$ cat src/rtl/dump_pkg.sv
// Shared definitions for the matrix result dumper: default widths, the
// dumper state encoding and the word-count helper.
// Optional feature macro: DUMP_CHECKSUM_EN adds the CSUM state.
package dump_pkg;

   localparam int unsigned ADDR_WIDTH_DEF = 16;
   localparam int unsigned DATA_WIDTH_DEF = 16;
   localparam int unsigned DIM_WIDTH      = 8;
   localparam int unsigned CNT_WIDTH      = 16;
   localparam int unsigned BYTE_WIDTH     = 8;

   typedef enum logic [2:0] {
      ST_IDLE = 3'd0,
      ST_ADDR = 3'd1,
      ST_WAIT = 3'd2,
      ST_HI   = 3'd3,
      ST_LO   = 3'd4,
`ifdef DUMP_CHECKSUM_EN
      ST_CSUM = 3'd5,
`endif
      ST_DONE = 3'd6
   } state_e;

   // Number of RAM words in a rows x cols matrix (16-bit product).
   function automatic logic [CNT_WIDTH-1:0] word_count(input logic [DIM_WIDTH-1:0] rows,
                                                      input logic [DIM_WIDTH-1:0] cols);
      return CNT_WIDTH'(rows) * CNT_WIDTH'(cols);
   endfunction

endpackage

$ cat src/rtl/rise_detect.sv
// Registered rising-edge detector.
// Ports: clk, rst (async active-high), d (level in), rise (one-cycle registered pulse).
// A rise is only reported after d has been seen low since reset, so a level
// already high when reset releases never counts as an edge.
module rise_detect (
   input  logic clk,
   input  logic rst,
   input  logic d,
   output logic rise
);

   logic d_q, d_d;
   logic armed_q, armed_d;
   logic rise_q, rise_d;

   // Edge evaluation against the registered copy of d
   always_comb begin
      d_d     = d;
      armed_d = armed_q | ~d;
      rise_d  = d & ~d_q & armed_q;
   end

   // Edge register
   always_ff @(posedge clk or posedge rst) begin
      if (rst) begin
         d_q     <= 1'b0;
         armed_q <= 1'b0;
         rise_q  <= 1'b0;
      end else begin
         d_q     <= d_d;
         armed_q <= armed_d;
         rise_q  <= rise_d;
      end
   end

   assign rise = rise_q;

endmodule

$ cat src/rtl/matrix_result_dumper.sv
// Streams a result matrix from data RAM to the host link as bytes (MSB first)
// when PROCESS_DONE rises.
// Ports: MAIN_CLOCK/RESET (async active-high); PROCESS_DONE start level;
// BASE_ADDR/ROWS/COLS matrix location; ADDR_RAM/DATA_IN_RAM synchronous RAM
// read port (data one cycle after address); BYTE_OUT/BYTE_VALID/BYTE_READY
// byte stream; DUMP_BUSY/DUMP_DONE status.
// Optional feature macro: DUMP_CHECKSUM_EN appends an XOR checksum byte.
module matrix_result_dumper
   import dump_pkg::*;
#(
   parameter int unsigned ADDR_WIDTH = ADDR_WIDTH_DEF,
   parameter int unsigned DATA_WIDTH = DATA_WIDTH_DEF
) (
   input  logic                  MAIN_CLOCK,
   input  logic                  RESET,
   input  logic                  PROCESS_DONE,
   input  logic [ADDR_WIDTH-1:0] BASE_ADDR,
   input  logic [DIM_WIDTH-1:0]  ROWS,
   input  logic [DIM_WIDTH-1:0]  COLS,
   output logic [ADDR_WIDTH-1:0] ADDR_RAM,
   input  logic [DATA_WIDTH-1:0] DATA_IN_RAM,
   output logic [BYTE_WIDTH-1:0] BYTE_OUT,
   output logic                  BYTE_VALID,
   input  logic                  BYTE_READY,
   output logic                  DUMP_BUSY,
   output logic                  DUMP_DONE
);

`ifdef DUMP_CHECKSUM_EN
   localparam state_e ST_TAIL = ST_CSUM;
`else
   localparam state_e ST_TAIL = ST_DONE;
`endif

   state_e                  state_q, state_d;
   logic [ADDR_WIDTH-1:0]   base_q, base_d;
   logic [CNT_WIDTH-1:0]    count_q, count_d;
   logic [CNT_WIDTH-1:0]    idx_q, idx_d;
   logic [DATA_WIDTH-1:0]   word_q, word_d;
   logic [ADDR_WIDTH-1:0]   addr_q, addr_d;
   logic [BYTE_WIDTH-1:0]   byte_q, byte_d;
   logic                    valid_q, valid_d;
   logic                    busy_q, busy_d;
   logic                    done_q, done_d;
`ifdef DUMP_CHECKSUM_EN
   logic [BYTE_WIDTH-1:0]   csum_q, csum_d;
`endif

   logic                    start;
   logic                    hs;
   logic [CNT_WIDTH-1:0]    idx_inc;
   logic [CNT_WIDTH-1:0]    start_count;

   rise_detect u_rise (
      .clk  (MAIN_CLOCK),
      .rst  (RESET),
      .d    (PROCESS_DONE),
      .rise (start)
   );

   // Next state; registered outputs are derived from the next state so they
   // line up with the state they describe
   always_comb begin
      state_d = state_q;
      base_d  = base_q;
      count_d = count_q;
      idx_d   = idx_q;
      word_d  = word_q;
`ifdef DUMP_CHECKSUM_EN
      csum_d  = csum_q;
`endif
      hs          = valid_q & BYTE_READY;
      idx_inc     = idx_q + CNT_WIDTH'(1);
      start_count = word_count(ROWS, COLS);

      case (state_q)
         ST_IDLE: begin
            if (start) begin
               base_d  = BASE_ADDR;
               count_d = start_count;
               idx_d   = '0;
`ifdef DUMP_CHECKSUM_EN
               csum_d  = '0;
`endif
               state_d = (start_count == '0) ? ST_TAIL : ST_ADDR;
            end
         end
         ST_ADDR: state_d = ST_WAIT;
         ST_WAIT: begin
            word_d  = DATA_IN_RAM;
            state_d = ST_HI;
         end
         ST_HI: begin
            if (hs) begin
`ifdef DUMP_CHECKSUM_EN
               csum_d  = csum_q ^ word_q[15:8];
`endif
               state_d = ST_LO;
            end
         end
         ST_LO: begin
            if (hs) begin
`ifdef DUMP_CHECKSUM_EN
               csum_d  = csum_q ^ word_q[7:0];
`endif
               idx_d   = idx_inc;
               state_d = (idx_inc < count_q) ? ST_ADDR : ST_TAIL;
            end
         end
`ifdef DUMP_CHECKSUM_EN
         ST_CSUM: begin
            if (hs) state_d = ST_DONE;
         end
`endif
         ST_DONE: begin
            if (!PROCESS_DONE) state_d = ST_IDLE;
         end
         default: state_d = ST_IDLE;
      endcase

      // Address wraps modulo 2^ADDR_WIDTH by truncation of the sum
      addr_d = addr_q;
      if (state_d == ST_ADDR) addr_d = base_d + ADDR_WIDTH'(idx_d);

      byte_d  = byte_q;
      valid_d = 1'b0;
      case (state_d)
         ST_HI: begin
            byte_d  = word_d[15:8];
            valid_d = 1'b1;
         end
         ST_LO: begin
            byte_d  = word_d[7:0];
            valid_d = 1'b1;
         end
`ifdef DUMP_CHECKSUM_EN
         ST_CSUM: begin
            byte_d  = csum_d;
            valid_d = 1'b1;
         end
`endif
         default: ;
      endcase

      busy_d = (state_d != ST_IDLE) && (state_d != ST_DONE);
      done_d = (state_d == ST_DONE);
   end

   // State and output registers
   always_ff @(posedge MAIN_CLOCK or posedge RESET) begin
      if (RESET) begin
         state_q <= ST_IDLE;
         base_q  <= '0;
         count_q <= '0;
         idx_q   <= '0;
         word_q  <= '0;
         addr_q  <= '0;
         byte_q  <= '0;
         valid_q <= 1'b0;
         busy_q  <= 1'b0;
         done_q  <= 1'b0;
`ifdef DUMP_CHECKSUM_EN
         csum_q  <= '0;
`endif
      end else begin
         state_q <= state_d;
         base_q  <= base_d;
         count_q <= count_d;
         idx_q   <= idx_d;
         word_q  <= word_d;
         addr_q  <= addr_d;
         byte_q  <= byte_d;
         valid_q <= valid_d;
         busy_q  <= busy_d;
         done_q  <= done_d;
`ifdef DUMP_CHECKSUM_EN
         csum_q  <= csum_d;
`endif
      end
   end

   assign ADDR_RAM   = addr_q;
   assign BYTE_OUT   = byte_q;
   assign BYTE_VALID = valid_q;
   assign DUMP_BUSY  = busy_q;
   assign DUMP_DONE  = done_q;

endmodule

$ cat config.mk
export PLATFORM = sky130hd
export DESIGN_NAME = matrix_result_dumper
export DESIGN_NICKNAME = d
export VERILOG_FILES = /design/src/rtl/dump_pkg.sv /design/src/rtl/rise_detect.sv /design/src/rtl/matrix_result_dumper.sv
export SDC_FILE = /design/constraint.sdc
export NUM_CORES = 1
export LEC_CHECK = 0
export ABC_AREA = 1
export BUFFER_PORTS_ARGS = -buffer_cell sky130_fd_sc_hd__buf_2
export CAP_MARGIN = 5
export CORE_MARGIN = 2
export CORE_UTILIZATION = 55
export DETAILED_ROUTE_END_ITERATION = 8
export GPL_ROUTABILITY_DRIVEN = 0
export PLACE_DENSITY_LB_ADDON = 0.3
export SLEW_MARGIN = 20
export SYNTH_ARGS = -nofsm -noshare
export SYNTH_HDL_FRONTEND = slang
export SYNTH_SLANG_ARGS = --single-unit
export TNS_END_PERCENT = 10
$ cat constraint.sdc
create_clock -name MAIN_CLOCK -period 6.4 [get_ports MAIN_CLOCK]
set_input_delay 0.32 -clock MAIN_CLOCK [delete_from_list [all_inputs] [get_ports MAIN_CLOCK]]
set_output_delay 0.32 -clock MAIN_CLOCK [all_outputs]
set_load 0.03 [all_outputs]
# Word-level counts from Yosys, hierarchy flattened
# Index checks and enable logic that the tools add are counted.
# W data, S select, Z words.
[totals]
mem_count = 0
latchBits = 0
ram_bits = 0
ff_bits = 97
inputBits = 52
romBits = 0
word_cells = 55
[op_classes]
shifts = 0
n_lt_le_gt_ge = 1
muxes = 15
n_bitwise = 6
n_reduce_logical = 7
n_addsub = 2
div = 0
multipliers = 1
n_eq_ne = 10
[op_table]
columns = ["cell", "count"]
rows = [
  ["$mux W16", 5],
  ["$pmux W16 S2", 1],
  ["$mux W3", 6],
  ["$pmux W3 S6", 1],
  ["$add A16 B1 Y16 const B", 1],
  ["$add A16 B16 Y16", 1],
  ["$logic_not A16 Y1", 1],
  ["$lt A16 B16 Y1", 1],
  ["$mul A8 B8 Y16", 1],
  ["$pmux W8 S2", 1],
  ["$eq A3 B3 Y1 const B", 4],
  ["$eq A3 B2 Y1 const B", 3],
  ["$eq A3 B1 Y1 const B", 2],
  ["$and A1 B1 Y1", 3],
  ["$logic_not A3 Y1", 1],
  ["$ne A3 B3 Y1 const B", 1],
  ["$reduce_bool A3 Y1", 1],
  ["$not A1 Y1", 2],
  ["$reduce_and A2 Y1", 1],
  ["$reduce_bool A2 Y1", 1],
  ["$reduce_or A2 Y1", 1],
  ["$logic_and A1 B1 Y1", 1],
  ["$mux W1", 1],
  ["$or A1 B1 Y1", 1],
]

# Depth between registers and ports, before layout
[depth]
word_depth = 8
ltp_mapped = 29
depth_no_buf = 28

# Modules after synthesis
# From an unflattened synthesis, not the netlist that was laid out.
[unflattened]
cells_unflattened = 976
area_unflattened_um2 = 7677.4
[modules_own_cells]
columns = ["mod", "n_inst", "area_per_inst_um2", "cells_per_inst"]
rows = [
  ["matrix_result_dumper", 1, 7581.0, 968],
  ["rise_detect", 1, 96.3, 8],
]

# Worst setup path before layout
# OpenSTA, ideal clock, no wires.
[synth_path]
path_type = "input port to flip-flop"
start = "input port COLS[7]"
end = "register addr_q[2], in the netlist ADDR_RAM[2]"
required_ns = 6.277
arrival_ns = 4.425
path_buffers = 3
path_slack_ns = 1.852
stages = 24
path_cell_list = "clkbuf_1 nand2_1 fa_1 fa_1 fa_1 fa_1 inv_1 ha_1 nand2_1 inv_1 a21oi_2 nand2_2 nand2_1 nand2_1 nand2_1 nand2_1 nor2_2 nand4_2 nand2_4 inv_4 nand2_4 buf_8 buf_8 o21ai_1"
[synth_via]
elab_chain_len = 6
[synth_lines]
columns = ["item", "line", "rtl"]
rows = [
  ["start, declared", "matrix_result_dumper.sv:19", "input logic [DIM_WIDTH-1:0] COLS,"],
  ["$mul A8 B8 Y16", "dump_pkg.sv:27", "return CNT_WIDTH'(rows) * CNT_WIDTH'(cols);"],
  ["$logic_not A16 Y1", "matrix_result_dumper.sv:85", "state_d = (start_count == '0) ? ST_TAIL : ST_ADDR;"],
  ["$mux W3", "matrix_result_dumper.sv:85", ""],
  ["$mux W3", "matrix_result_dumper.sv:78", "if (start) begin"],
  ["$pmux W3 S6", "matrix_result_dumper.sv:76", "case (state_q)"],
  ["named net state_d[1]", "matrix_result_dumper.sv:35", "state_e state_q, state_d;"],
  ["$eq A3 B1 Y1", "matrix_result_dumper.sv:123", "if (state_d == ST_ADDR) addr_d = base_d + ADDR_WIDTH'(idx_d);"],
  ["end signal, assigned", "matrix_result_dumper.sv:171", "addr_q <= addr_d;"],
  ["end, declared", "matrix_result_dumper.sv:40", "logic [ADDR_WIDTH-1:0] addr_q, addr_d;"],
]
# The timed path passes the listed nets, and every way through them passes these cells.
# A chain may end at the register's enable or synchronous reset.

# Final worst setup path
[layout_path]
start = "input port ROWS[0]"
end = "register addr_q[14], in the netlist ADDR_RAM[14]"
[layout_via]
elab_chain_len = 6
[layout_lines]
columns = ["item", "line", "rtl"]
rows = [
  ["start, declared", "matrix_result_dumper.sv:18", "input logic [DIM_WIDTH-1:0] ROWS,"],
  ["$mul A8 B8 Y16", "dump_pkg.sv:27", ""],
  ["$logic_not A16 Y1", "matrix_result_dumper.sv:85", ""],
  ["$mux W3", "matrix_result_dumper.sv:85", ""],
  ["$mux W3", "matrix_result_dumper.sv:78", ""],
  ["$pmux W3 S6", "matrix_result_dumper.sv:76", ""],
  ["named net state_d[1]", "matrix_result_dumper.sv:35", ""],
  ["$eq A3 B1 Y1", "matrix_result_dumper.sv:123", ""],
]
# The timed path passes the listed nets, and every way through them passes these cells.

==> flow_summary.ini <==
[run_status]
status = completed

[placed_design]
numPortBuffers = 78
dp_hpwl_mm = 12.5

[die]
die_y_um = 121
die-area_mm2 = 0.0147
io_pins = 79
core-area_mm2 = 0.0133
die_w_um = 121
start_util = 0.567
num_rows = 42

[routing]
wl_per_cell_um = 13.0
via_count = 6149
routed_wl_mm = 15.8
drc_errors = 0
ant_nets = 0
first_pass_iters = 6
via_per_inst = 5.06
drt_iter0_markers = 358

[synth]
ys_warn_count = 0
yosysSeqAreaShare = 0.320
synth.avg_cell_area_um2 = 7.78
synth-seq-cells = 97
ys_types = 45
synth_area_mm2 = 0.00757
mappedNetlistNets = 1130
syn_inst = 974

[final_layout]
syn2layout_area_growth_pct = 10.1
drive_above_1_share = 0.139
nNetsFinal = 1192
final_cell_mix = 287 x nand2_1, 173 x inv_1, 97 x dfrtp_1
diodes = 0
utilization = 0.625
final_common_cell = nand2_1
fill_cells = 1195

[sta]
relSlewSlack = 0.488
fin_crit_sh = 0.722
rsz0062_at_grt = no
setup_tns_ps = 0
clock.fmax_mhz = 216
worstMarginPinSlew_ps = 763
setup_viol = 0
holdWs_ps = 47.4
slew_violations = 0
skew_ps = 10.0
post-route-min-period_ps = 4620
hold_viol_final = 0

[setup_path]
cpPeakStageDelay_ps = 540
worstPathBufferInverterCount = 5
crit_chain = buf_2 -> nand2_1 -> fa_1 -> fa_1 -> fa_1 -> fa_1 -> inv_1 -> ha_1 -> nand2_1 -> inv_1 -> nand2_1 -> nand3_1 -> nand2_1 -> nand2_1 -> nand2_1 -> nand2_1 -> nor2_2 -> nand4_2 -> nand2_4 -> inv_4 -> nand2_4 -> inv_1 -> nand3_1 -> nand2_1
arrival_ps = 4860
crit_path_start_kind = input port
r2r_slack_ps = 2600
crit_type = input port to register
crit_top_cell = nand2_1
end_kind = register
crit_required_ps = 6640
crit_slowest_cell = fa_1
crit_fanout = 29
critical_path.top_delay_family = adder cells

[cts]
cts_resized = 0
clock_latency_ps = 350
hold_buffers = 0
clockRootBuffer = clkbuf_16
htree_levels = 3
cts_max_path_buffers = 2
numCtsBuffers = 9
cts_tree = done
cts.sinks = 97
clk_pin_slew_ps = 60
post-cts-setup-buffers = 0

[grt]
grt.met3_usage = 0.0526
antenna_found_initial = 0
grt_pass1_vias = 6139
overflow = 0
met1_usage = 0.310
grt-busiest-layer = met2
grt_first_pass_wirelength_mm = 27.9
met2_usage = 0.403
track_usage = 0.237
grt_max_degree = 52

[power_and_ir_drop]
p_sw_mw = 1.83
p_clk_frac = 0.132
power.share.sequential = 0.273
leakagePower_nw = 4.75
fin_total_pwr_mw = 3.81
ir_drop_mv = 0.333
p_int_mw = 1.98
p_comb_frac = 0.595
power_density_mw_per_mm2 = 457
switching_share = 0.480

[job]
maxCapViolations = 0

[min_path]
min_path_type = input port to async pin
[area by class of cell]
type | count | area, um2 | area share
inverters | 182 | 688 | 0.0825
repair buffers | 82 | 420 | 0.0504
clock buffers | 10 | 239 | 0.0287
multi-input cells | 664 | 4310 | 0.517
clock inverters | 5 | 31.3 | 0.00375
well taps | 176 | 220 | 0.0264
flip-flops and latches | 97 | 2430 | 0.291
[final timing paths]
path	from	end	cells after the start
min in group MAIN_CLOCK	PROCESS_DONE	u_rise.d_q	1
max in group asynchronous	RESET	idx_q[8]	3
max reg2reg	state_q[0]	ADDR_RAM[14]	22
min reg2reg	u_rise.d_q	u_rise.rise	1
max	ROWS[0]	ADDR_RAM[14]	24
min	RESET	count_q[14]	2
[synth_stat cells]
| cell type | n | area share |
|---|---|---|
| a21oi_2 | 2 | 0.0023 |
| nor2_8 | 1 | 0.0026 |
| a221oi_1 | 3 | 0.0035 |
| nor3_1 | 5 | 0.0033 |
| nand4_1 | 6 | 0.0050 |
| nor3b_1 | 4 | 0.0040 |
| xnor2_1 | 8 | 0.0093 |
| nor4_1 | 3 | 0.0025 |
| nor2_2 | 3 | 0.0025 |
| o21bai_1 | 2 | 0.0020 |
| xor2_1 | 14 | 0.016 |
| ha_1 | 67 | 0.11 |
| o211ai_1 | 2 | 0.0020 |
| a211oi_1 | 2 | 0.0020 |
| o21ai_0 | 48 | 0.032 |
| buf_1 | 1 | 0.00050 |
| nor2_1 | 35 | 0.017 |
| fa_1 | 37 | 0.098 |
| clkbuf_1 | 21 | 0.010 |
| a21o_1 | 1 | 0.00099 |
| buf_8 | 2 | 0.0040 |
| o21ai_1 | 7 | 0.0046 |
| inv_4 | 1 | 0.00083 |
| mux2_2 | 16 | 0.024 |
| dfrtp_1 | 97 | 0.32 |
| a31oi_1 | 2 | 0.0017 |
| clkinv_1 | 1 | 0.00050 |
| nand2_4 | 3 | 0.0045 |
| a21oi_1 | 40 | 0.026 |
| nand2_1 | 287 | 0.14 |
| nand2_2 | 11 | 0.0091 |
| buf_2 | 6 | 0.0040 |
| o31ai_1 | 1 | 0.00099 |
| or2_2 | 1 | 0.00083 |
| o21a_1 | 2 | 0.0020 |
| nand3_1 | 43 | 0.028 |
| nand3b_1 | 3 | 0.0030 |
| nor2_4 | 1 | 0.0015 |
| buf_4 | 1 | 0.00099 |
| nand4_2 | 1 | 0.0017 |
| nand3_2 | 1 | 0.0013 |
| inv_1 | 174 | 0.086 |
| inv_2 | 6 | 0.0030 |
| and2_1 | 1 | 0.00083 |
| a21boi_1 | 1 | 0.00099 |
[state kept, by name, indices dropped and copies added (netlist names), 3 cells and up]
signal,cells
state_q,3
count_q,16
word_q,16
idx_q,16
ADDR_RAM,16
base_q,16
BYTE_OUT,8
[through the flow]
stage | worst slack (ps) | area (um2) | instances
after floorplan | 1850 | 7570 | 974
after global routing | 1440 | 8340 | 1216
final | 1780 | 8340 | 1216
after global placement | 1500 | 8070 | 1201
after CTS | 1760 | 8340 | 1216
after detailed placement | 1380 | 8070 | 1201
[power groups by stage]
stage                     logic [mW]  registers [mW]  clock network, mW
after detailed placement        2.26            1.05                  0
after global routing            2.60            1.08              0.538
after global placement          2.21            1.04                  0
final                           2.27            1.04              0.502
after floorplan                 1.64            1.18                  0
after CTS                       2.29            1.04              0.512
[layer usage]
metal / share of wire / routed length [um] / vias up
met5: 0 / 0 / -
met4: 0.013 / 199 / 0
met3: 0.046 / 726 / 12
met2: 0.48 / 7540 / 118
met1: 0.47 / 7370 / 2881
li1: - / - / 3138
[logic make-up (layout without fill, tap and decap cells)]
logic type / Yosys count / after routing / synth area share
simple gates: 409 / 409 / 0.230
buf+inv: 213 / 279 / 0.110
compound gates: 113 / 113 / 0.0811
fa+ha+maj: 104 / 104 / 0.208
flops: 97 / 97 / 0.320
xor+xnor: 22 / 22 / 0.0254
mux: 16 / 16 / 0.0238
Power figures use the tool's default switching activity.
